==> config.mk <==
export PLATFORM = sky130hd
export DESIGN_NAME = dmem_port_arbiter
export DESIGN_NICKNAME = d
export VERILOG_FILES = /design/src/rtl/dmem_arb_pkg.sv /design/src/rtl/rr_arb2.sv /design/src/rtl/dmem_port_arbiter.sv
export SDC_FILE = /design/constraint.sdc
export NUM_CORES = 1
export LEC_CHECK = 0
export ABC_AREA = 1
export BUFFER_PORTS_ARGS = -buffer_cell sky130_fd_sc_hd__buf_2
export CAP_MARGIN = 20
export CORE_UTILIZATION = 50
export DETAILED_ROUTE_END_ITERATION = 6
export PLACE_DENSITY = 0.78
export SLEW_MARGIN = 20
export SYNTH_ARGS = -nofsm -noshare
export SYNTH_HDL_FRONTEND = slang
export SYNTH_SLANG_ARGS = --single-unit
export TNS_END_PERCENT = 50
==> constraint.sdc <==
create_clock -name clk -period 2.3 [get_ports clk]
set_input_delay 0.23 -clock clk [delete_from_list [all_inputs] [get_ports clk]]
set_output_delay 0.23 -clock clk [all_outputs]
set_load 0.02 [all_outputs]
==> src/rtl/dmem_arb_pkg.sv <==
// Shared types and defaults for the data-memory port arbiter.
package dmem_arb_pkg;

   localparam int DEF_ADDR_W = 8;
   localparam int DEF_DATA_W = 8;
   localparam int N_REQ      = 2;

   // The requester id doubles as the index into the per-requester vectors.
   typedef enum logic {
      REQ_CORE = 1'b0,
      REQ_DMA  = 1'b1
   } req_id_e;

   typedef enum logic [1:0] {
      IDLE  = 2'd0,
      STALL = 2'd1,
      RESP  = 2'd2
   } state_e;

endpackage

==> src/rtl/rr_arb2.sv <==
// Two-way round-robin selector: on a tie the requester that did not win last
// time is granted. Grant is one-hot or zero.
module rr_arb2 (
   input  logic [1:0] req,
   input  logic       last,
   output logic [1:0] gnt
);

   always_comb begin
      // NOTE: default assigned first so every path drives gnt and no latch is inferred.
      gnt = 2'b00;
      if (req[0] && req[1]) begin
         gnt = last ? 2'b01 : 2'b10;
      end else begin
         gnt = req;
      end
   end

endmodule

==> src/rtl/dmem_port_arbiter.sv <==
// Core/DMA arbiter for a single-ported data memory: 1-cycle loads, posted stores
// through one write stage. Define DMEM_ARB_FWD_EN to forward from the write stage.
module dmem_port_arbiter
   import dmem_arb_pkg::*;
#(
   parameter int ADDR_W = DEF_ADDR_W,
   parameter int DATA_W = DEF_DATA_W
) (
   input  logic              clk,
   input  logic              rst_n,

   input  logic              core_req,
   input  logic              core_we,
   input  logic [ADDR_W-1:0] core_addr,
   input  logic [DATA_W-1:0] core_wdata,
   output logic              core_gnt,
   output logic              core_rvalid,
   output logic [DATA_W-1:0] core_rdata,

   input  logic              dma_req,
   input  logic              dma_we,
   input  logic [ADDR_W-1:0] dma_addr,
   input  logic [DATA_W-1:0] dma_wdata,
   output logic              dma_gnt,
   output logic              dma_rvalid,
   output logic [DATA_W-1:0] dma_rdata,

   output logic [ADDR_W-1:0] mem_rd_addr,
   input  logic [DATA_W-1:0] mem_rd_data,
   output logic [ADDR_W-1:0] mem_wr_addr,
   output logic [DATA_W-1:0] mem_wr_data,
   output logic              mem_store
);

   localparam logic [ADDR_W-1:0] ADDR_LSB = ADDR_W'(1);

   logic [N_REQ-1:0]             req;
   logic [N_REQ-1:0]             we;
   logic [N_REQ-1:0][ADDR_W-1:0] addr;
   logic [N_REQ-1:0][DATA_W-1:0] wdata;
   logic [N_REQ-1:0]             hazard;
   logic [N_REQ-1:0]             blocked;
   logic [N_REQ-1:0]             eligible;
   logic [N_REQ-1:0]             gnt;
   logic [N_REQ-1:0]             load_gnt;
   logic                         gnt_id;
   logic                         store_gnt;

   logic                         en_q;
   req_id_e                      last_q;
   logic                         wr_valid_q;
   logic [ADDR_W-1:0]            wr_addr_q;
   logic [DATA_W-1:0]            wr_data_q;
   logic [ADDR_W-1:0]            rd_addr_q;
   logic [ADDR_W-1:0]            rd_addr;
   logic [DATA_W-1:0]            load_data;
   logic [N_REQ-1:0][DATA_W-1:0] rdata_q;
   state_e                       state_q [N_REQ];
   state_e                       state_d [N_REQ];

   assign req   = {dma_req, core_req};
   assign we    = {dma_we, core_we};
   assign addr  = {dma_addr, core_addr};
   assign wdata = {dma_wdata, core_wdata};

   // A load hazards when it targets the address the write stage commits this cycle.
   always_comb begin
      for (int i = 0; i < N_REQ; i++) begin
         hazard[i] = req[i] && !we[i] && wr_valid_q && (addr[i] == wr_addr_q);
      end
   end

`ifdef DMEM_ARB_FWD_EN
   assign blocked = '0;
`else
   assign blocked = hazard;
`endif

   // en_q holds grants off until the first clock edge after reset release.
   assign eligible = en_q ? (req & ~blocked) : '0;

   rr_arb2 u_rr_arb2 (
      .req  (eligible),
      .last (last_q == REQ_DMA),
      .gnt  (gnt)
   );

   assign gnt_id    = gnt[REQ_DMA];
   assign load_gnt  = gnt & ~we;
   assign store_gnt = |(gnt & we);

   // Idle read address holds, but is steered off the committing store address.
   always_comb begin
      rd_addr = rd_addr_q;
      if (wr_valid_q && (rd_addr_q == wr_addr_q)) begin
         rd_addr = wr_addr_q ^ ADDR_LSB;
      end
      if (|load_gnt) begin
         rd_addr = addr[gnt_id];
`ifdef DMEM_ARB_FWD_EN
         if (hazard[gnt_id]) begin
            rd_addr = wr_addr_q ^ ADDR_LSB;
         end
`endif
      end
   end

   always_comb begin
      load_data = mem_rd_data;
`ifdef DMEM_ARB_FWD_EN
      if (hazard[gnt_id]) begin
         load_data = wr_data_q;
      end
`endif
   end

   always_ff @(posedge clk or negedge rst_n) begin
      if (!rst_n) begin
         en_q       <= 1'b0;
         last_q     <= REQ_DMA;
         wr_valid_q <= 1'b0;
         wr_addr_q  <= '0;
         wr_data_q  <= '0;
         rd_addr_q  <= '0;
         rdata_q    <= '0;
      end else begin
         // NOTE: non-blocking assignments so every flop samples pre-edge values.
         en_q       <= 1'b1;
         rd_addr_q  <= rd_addr;
         wr_valid_q <= store_gnt;
         if (|gnt) begin
            last_q <= gnt_id ? REQ_DMA : REQ_CORE;
         end
         if (store_gnt) begin
            wr_addr_q <= addr[gnt_id];
            wr_data_q <= wdata[gnt_id];
         end
         for (int i = 0; i < N_REQ; i++) begin
            if (load_gnt[i]) begin
               rdata_q[i] <= load_data;
            end
         end
      end
   end

   // Per-requester load tracker; RESP is the single rvalid cycle.
   always_ff @(posedge clk or negedge rst_n) begin
      if (!rst_n) begin
         for (int i = 0; i < N_REQ; i++) begin
            state_q[i] <= IDLE;
         end
      end else begin
         for (int i = 0; i < N_REQ; i++) begin
            state_q[i] <= state_d[i];
         end
      end
   end

   always_comb begin
      for (int i = 0; i < N_REQ; i++) begin
         state_d[i] = state_q[i];
         case (state_q[i])
            IDLE, RESP: begin
               if (load_gnt[i]) begin
                  state_d[i] = RESP;
               end else if (req[i] && blocked[i]) begin
                  state_d[i] = STALL;
               end else begin
                  state_d[i] = IDLE;
               end
            end
            STALL: begin
               if (load_gnt[i]) begin
                  state_d[i] = RESP;
               end else if (!req[i]) begin
                  state_d[i] = IDLE;
               end
            end
            default: state_d[i] = IDLE;
         endcase
      end
   end

   assign core_gnt    = gnt[REQ_CORE];
   assign dma_gnt     = gnt[REQ_DMA];
   assign core_rvalid = (state_q[REQ_CORE] == RESP);
   assign dma_rvalid  = (state_q[REQ_DMA] == RESP);
   assign core_rdata  = rdata_q[REQ_CORE];
   assign dma_rdata   = rdata_q[REQ_DMA];

   assign mem_rd_addr = rd_addr;
   assign mem_wr_addr = wr_addr_q;
   assign mem_wr_data = wr_data_q;
   assign mem_store   = wr_valid_q;

endmodule

==> impl_metrics.env <==
export IMPL_synthSimpleGateAreaFrac_pct=41.7
export IMPL_synth_area_per_cell_um2=7.31
export IMPL_synth_flop_cell="dfrtp_1"
export IMPL_reg2regPathDepth=14
export IMPL_diodes=0
export IMPL_leakage_nw=2.07
export IMPL_grt_max_degree=48
export IMPL_worstSetupPathType="flop to primary output"
export IMPL_layout_commonest_cell="nand2_1"
export IMPL_place_area_mm2=0.00312
export IMPL_synth_edf_count=0
export IMPL_io_pins=91
export IMPL_die_h_um=74.3
export IMPL_hold_violations=6
export IMPL_whs_ns=-0.00630
export IMPL_grt_pass1_wl_um=12000
export IMPL_start_kind="flop"
export IMPL_clk_latency_ns=0.31
export IMPL_cts_path_max_buffers=2
export IMPL_grtUsageTotal_pct=29.1
export IMPL_ys_seq_elements=47
export IMPL_final_cell_mix="nand2_1 (152), buf_2 (82), nand3_1 (42)"
export IMPL_drive_gt1_share_pct=37.7
export IMPL_rrSetupSlack_ns=0.20
export IMPL_synth_compound_area_share_pct=2.06
export IMPL_synth_cell_types=28
export IMPL_fin_setup_tns_ns=-0.916
export IMPL_synth_fa_ha_area_share_pct=0
export IMPL_peakVddDrop_mv=0.455
export IMPL_seq_area_mm2=0.00118
export IMPL_drv_slew=0
export IMPL_fillerInstances=392
export IMPL_hold_buffers=0
export IMPL_root_buffer="clkbuf_8"
export IMPL_num_rows=25
export IMPL_endpoint_kind="primary output"
export IMPL_synth_area_mux_share_pct=0
export IMPL_final_nets=517
export IMPL_crit_required_ns=2.07
export IMPL_clk_pin_slew_ns=0.09
export IMPL_worstPathMaxFanout=8
export IMPL_powerDensity_mw_per_mm2=804
export IMPL_syn2layout_area_growth_pct=37.4
export IMPL_period_needed_ns=2.42
export IMPL_grt_overflow=0
export IMPL_portBuffers=90
export IMPL_h_tree_depth=2
export IMPL_synth_seq_area_share_pct=45.1
export IMPL_die_x_um=74.3
export IMPL_synthArstFlopShare_pct=100
export IMPL_multi_input_area_mm2=0.00134
export IMPL_ys_warn_count=0
export IMPL_outcome="complete, but fails checks"
export IMPL_drc=0
export IMPL_coreArea_mm2=0.00488
export IMPL_violations="hold timing, setup timing"
export IMPL_total_power_mw=2.88
export IMPL_dpl_hpwl_um=5080
export IMPL_vias=2753
export IMPL_first_global_vias=2593
export IMPL_vias_per_cell=5.11
export IMPL_cap_violations=0
export IMPL_max_freq_mhz=413
export IMPL_dr_pass1_iters=5
export IMPL_die_area_mm2=0.00551
export IMPL_cts_buffers=5
export IMPL_timing_slew_headroom_pct=60.3
export IMPL_synth_area_mm2=0.00261
export IMPL_ant_nets=0
export IMPL_place_congestion=0.897
export IMPL_dr_first_iter_drc_count=286
export IMPL_rsz0062_at_grt="yes"
export IMPL_reg2reg_from="mem_wr_addr[3]"
export IMPL_antenna_found_initial=0
export IMPL_synth_top_family_by_area="simple AND/OR/NAND/NOR gates"
export IMPL_cts_sinks=47
export IMPL_initial_core_util_pct=53.5
export IMPL_tightest_slew_ns=0.595
export IMPL_post_route_period_util_pct=105
export IMPL_hold_path_class="input pin to asynchronous set/reset pin"
export IMPL_regToRegEndpoint="mem_wr_addr[2]"
export IMPL_worstPathArrival_ns=2.19
export IMPL_synthXorXnorAreaFrac_pct=3.02
export IMPL_cts_tree="yes"
export IMPL_fin_ws_ns=-0.123
export IMPL_syn_nets=403
export IMPL_routedWlPerCell_um=13.8
export IMPL_syn_inst=357
export IMPL_skew_ns=0.0124
export IMPL_wl_um=7460
export IMPL_final_area_mm2=0.00359
export IMPL_setup_viol=8
[layout make-up]
| cell class | count | share of cell area (%) |
|---|---|---|
| clock inverter | 3 | 1.33 |
| timing repair buffer | 118 | 20.9 |
| multi-input combinational | 269 | 37.3 |
| inverter | 30 | 3.21 |
| clock buffer | 5 | 1.92 |
| tap | 67 | 2.34 |
| sequential | 47 | 33.0 |
[repair_timing]
item | 4_1_cts | 5_1_grt
pin swaps | 28 | 20
setup buffers | 12 | 5
resized for setup | 50 | 9
setup endpoints to repair | 8 | 18
endpoints found under the hold margin | 0 | 0
cloned | 1 | 0
[state kept, by name (all words and copies together) (netlist names)]
| name | count |
|---|---|
| rd_addr_q | 8 |
| state_q | 4 |
| core_rdata | 8 |
| mem_wr_data | 8 |
| en_q | 1 |
| dma_rdata | 8 |
| last_q | 1 |
| mem_wr_addr | 8 |
| mem_store | 1 |
[logic make-up after synthesis]
| logic type | Yosys count |
|---|---|
| AND/OR/NAND/NOR | 250 |
| flip-flops | 47 |
| buffers and inverters | 41 |
| AO/OA/AOI/OAI | 9 |
| XOR/XNOR | 9 |
| other | 1 |
[per-layer routing]
layer / up-vias / routed length, um / track usage, %
met5: - / 0 / 0
met2: 135 / 3650 / 47.8
met1: 1255 / 3150 / 38.6
li1: 1344 / - / -
met4: 0 / 183 / 11.9
met3: 19 / 469 / 4.61
[how the worst max path moves through the flow]
| stage | startpoint | slack, ns | endpoint | depth (start not counted) |
|---|---|---|---|---|
| after CTS | mem_wr_addr[7] | -0.06 | mem_rd_addr[0] | 13 |
| after detailed placement | mem_wr_addr[3] | 0.11 | mem_rd_addr[6] | 14 |
| final | mem_wr_addr[3] | -0.12 | mem_rd_addr[3] | 12 |
| after floorplan | mem_wr_addr[3] | 0.29 | mem_rd_addr[6] | 14 |
| after global placement | mem_wr_addr[3] | 0.14 | mem_wr_addr[4] | 13 |
| after global routing | mem_wr_addr[7] | -0.30 | mem_rd_addr[3] | 13 |
[worst max-delay path: stages (launching register included)]
cell      delay [ns]
dfrtp_2         0.46
nand2_1         0.08
nand2_1         0.06
nor2_2          0.16
inv_2           0.04
nor2_1          0.10
nand2_1         0.10
nand3b_4        0.14
nand3b_1        0.23
nand2_4         0.24
nand2_2         0.08
nand2_2         0.08
buf_6           0.12
[power by group]
part / total [mW] / internal (mW) / switching [mW]
Sequential: 1.14 / 0.994 / 0.145
Clock: 0.634 / 0.330 / 0.304
Combinational: 1.11 / 0.456 / 0.653
Total: 2.88 / 1.78 / 1.10
[synthesized netlist by cell type (3+ instances only)]
library cell | instances | share of area, %
nand2_1 | 169 | 24
nand3_1 | 50 | 9.6
dfrtp_1 | 46 | 44
inv_1 | 24 | 3.5
nor2_1 | 14 | 2.0
xnor2_1 | 9 | 3.0
inv_2 | 6 | 0.86
buf_2 | 4 | 0.77
buf_6 | 4 | 1.7
a21oi_1 | 3 | 0.58
nand2_2 | 3 | 0.72
nand4_1 | 3 | 0.72
[through the flow]
stage | worst slack (ns) | util, % | hold slack (ns) | cells
after floorplan | 0.294 | - | -0.0656 | 357
after global placement | 0.142 | 64.0 | 0.353 | 513
after global routing | -0.302 | 73.5 | 0.0391 | 539
after detailed placement | 0.108 | 64.0 | 0.354 | 513
final | -0.123 | 73.5 | -0.00630 | 539
after CTS | -0.0573 | 72.2 | 0.0177 | 534
Power figures use the tool's default switching activity.
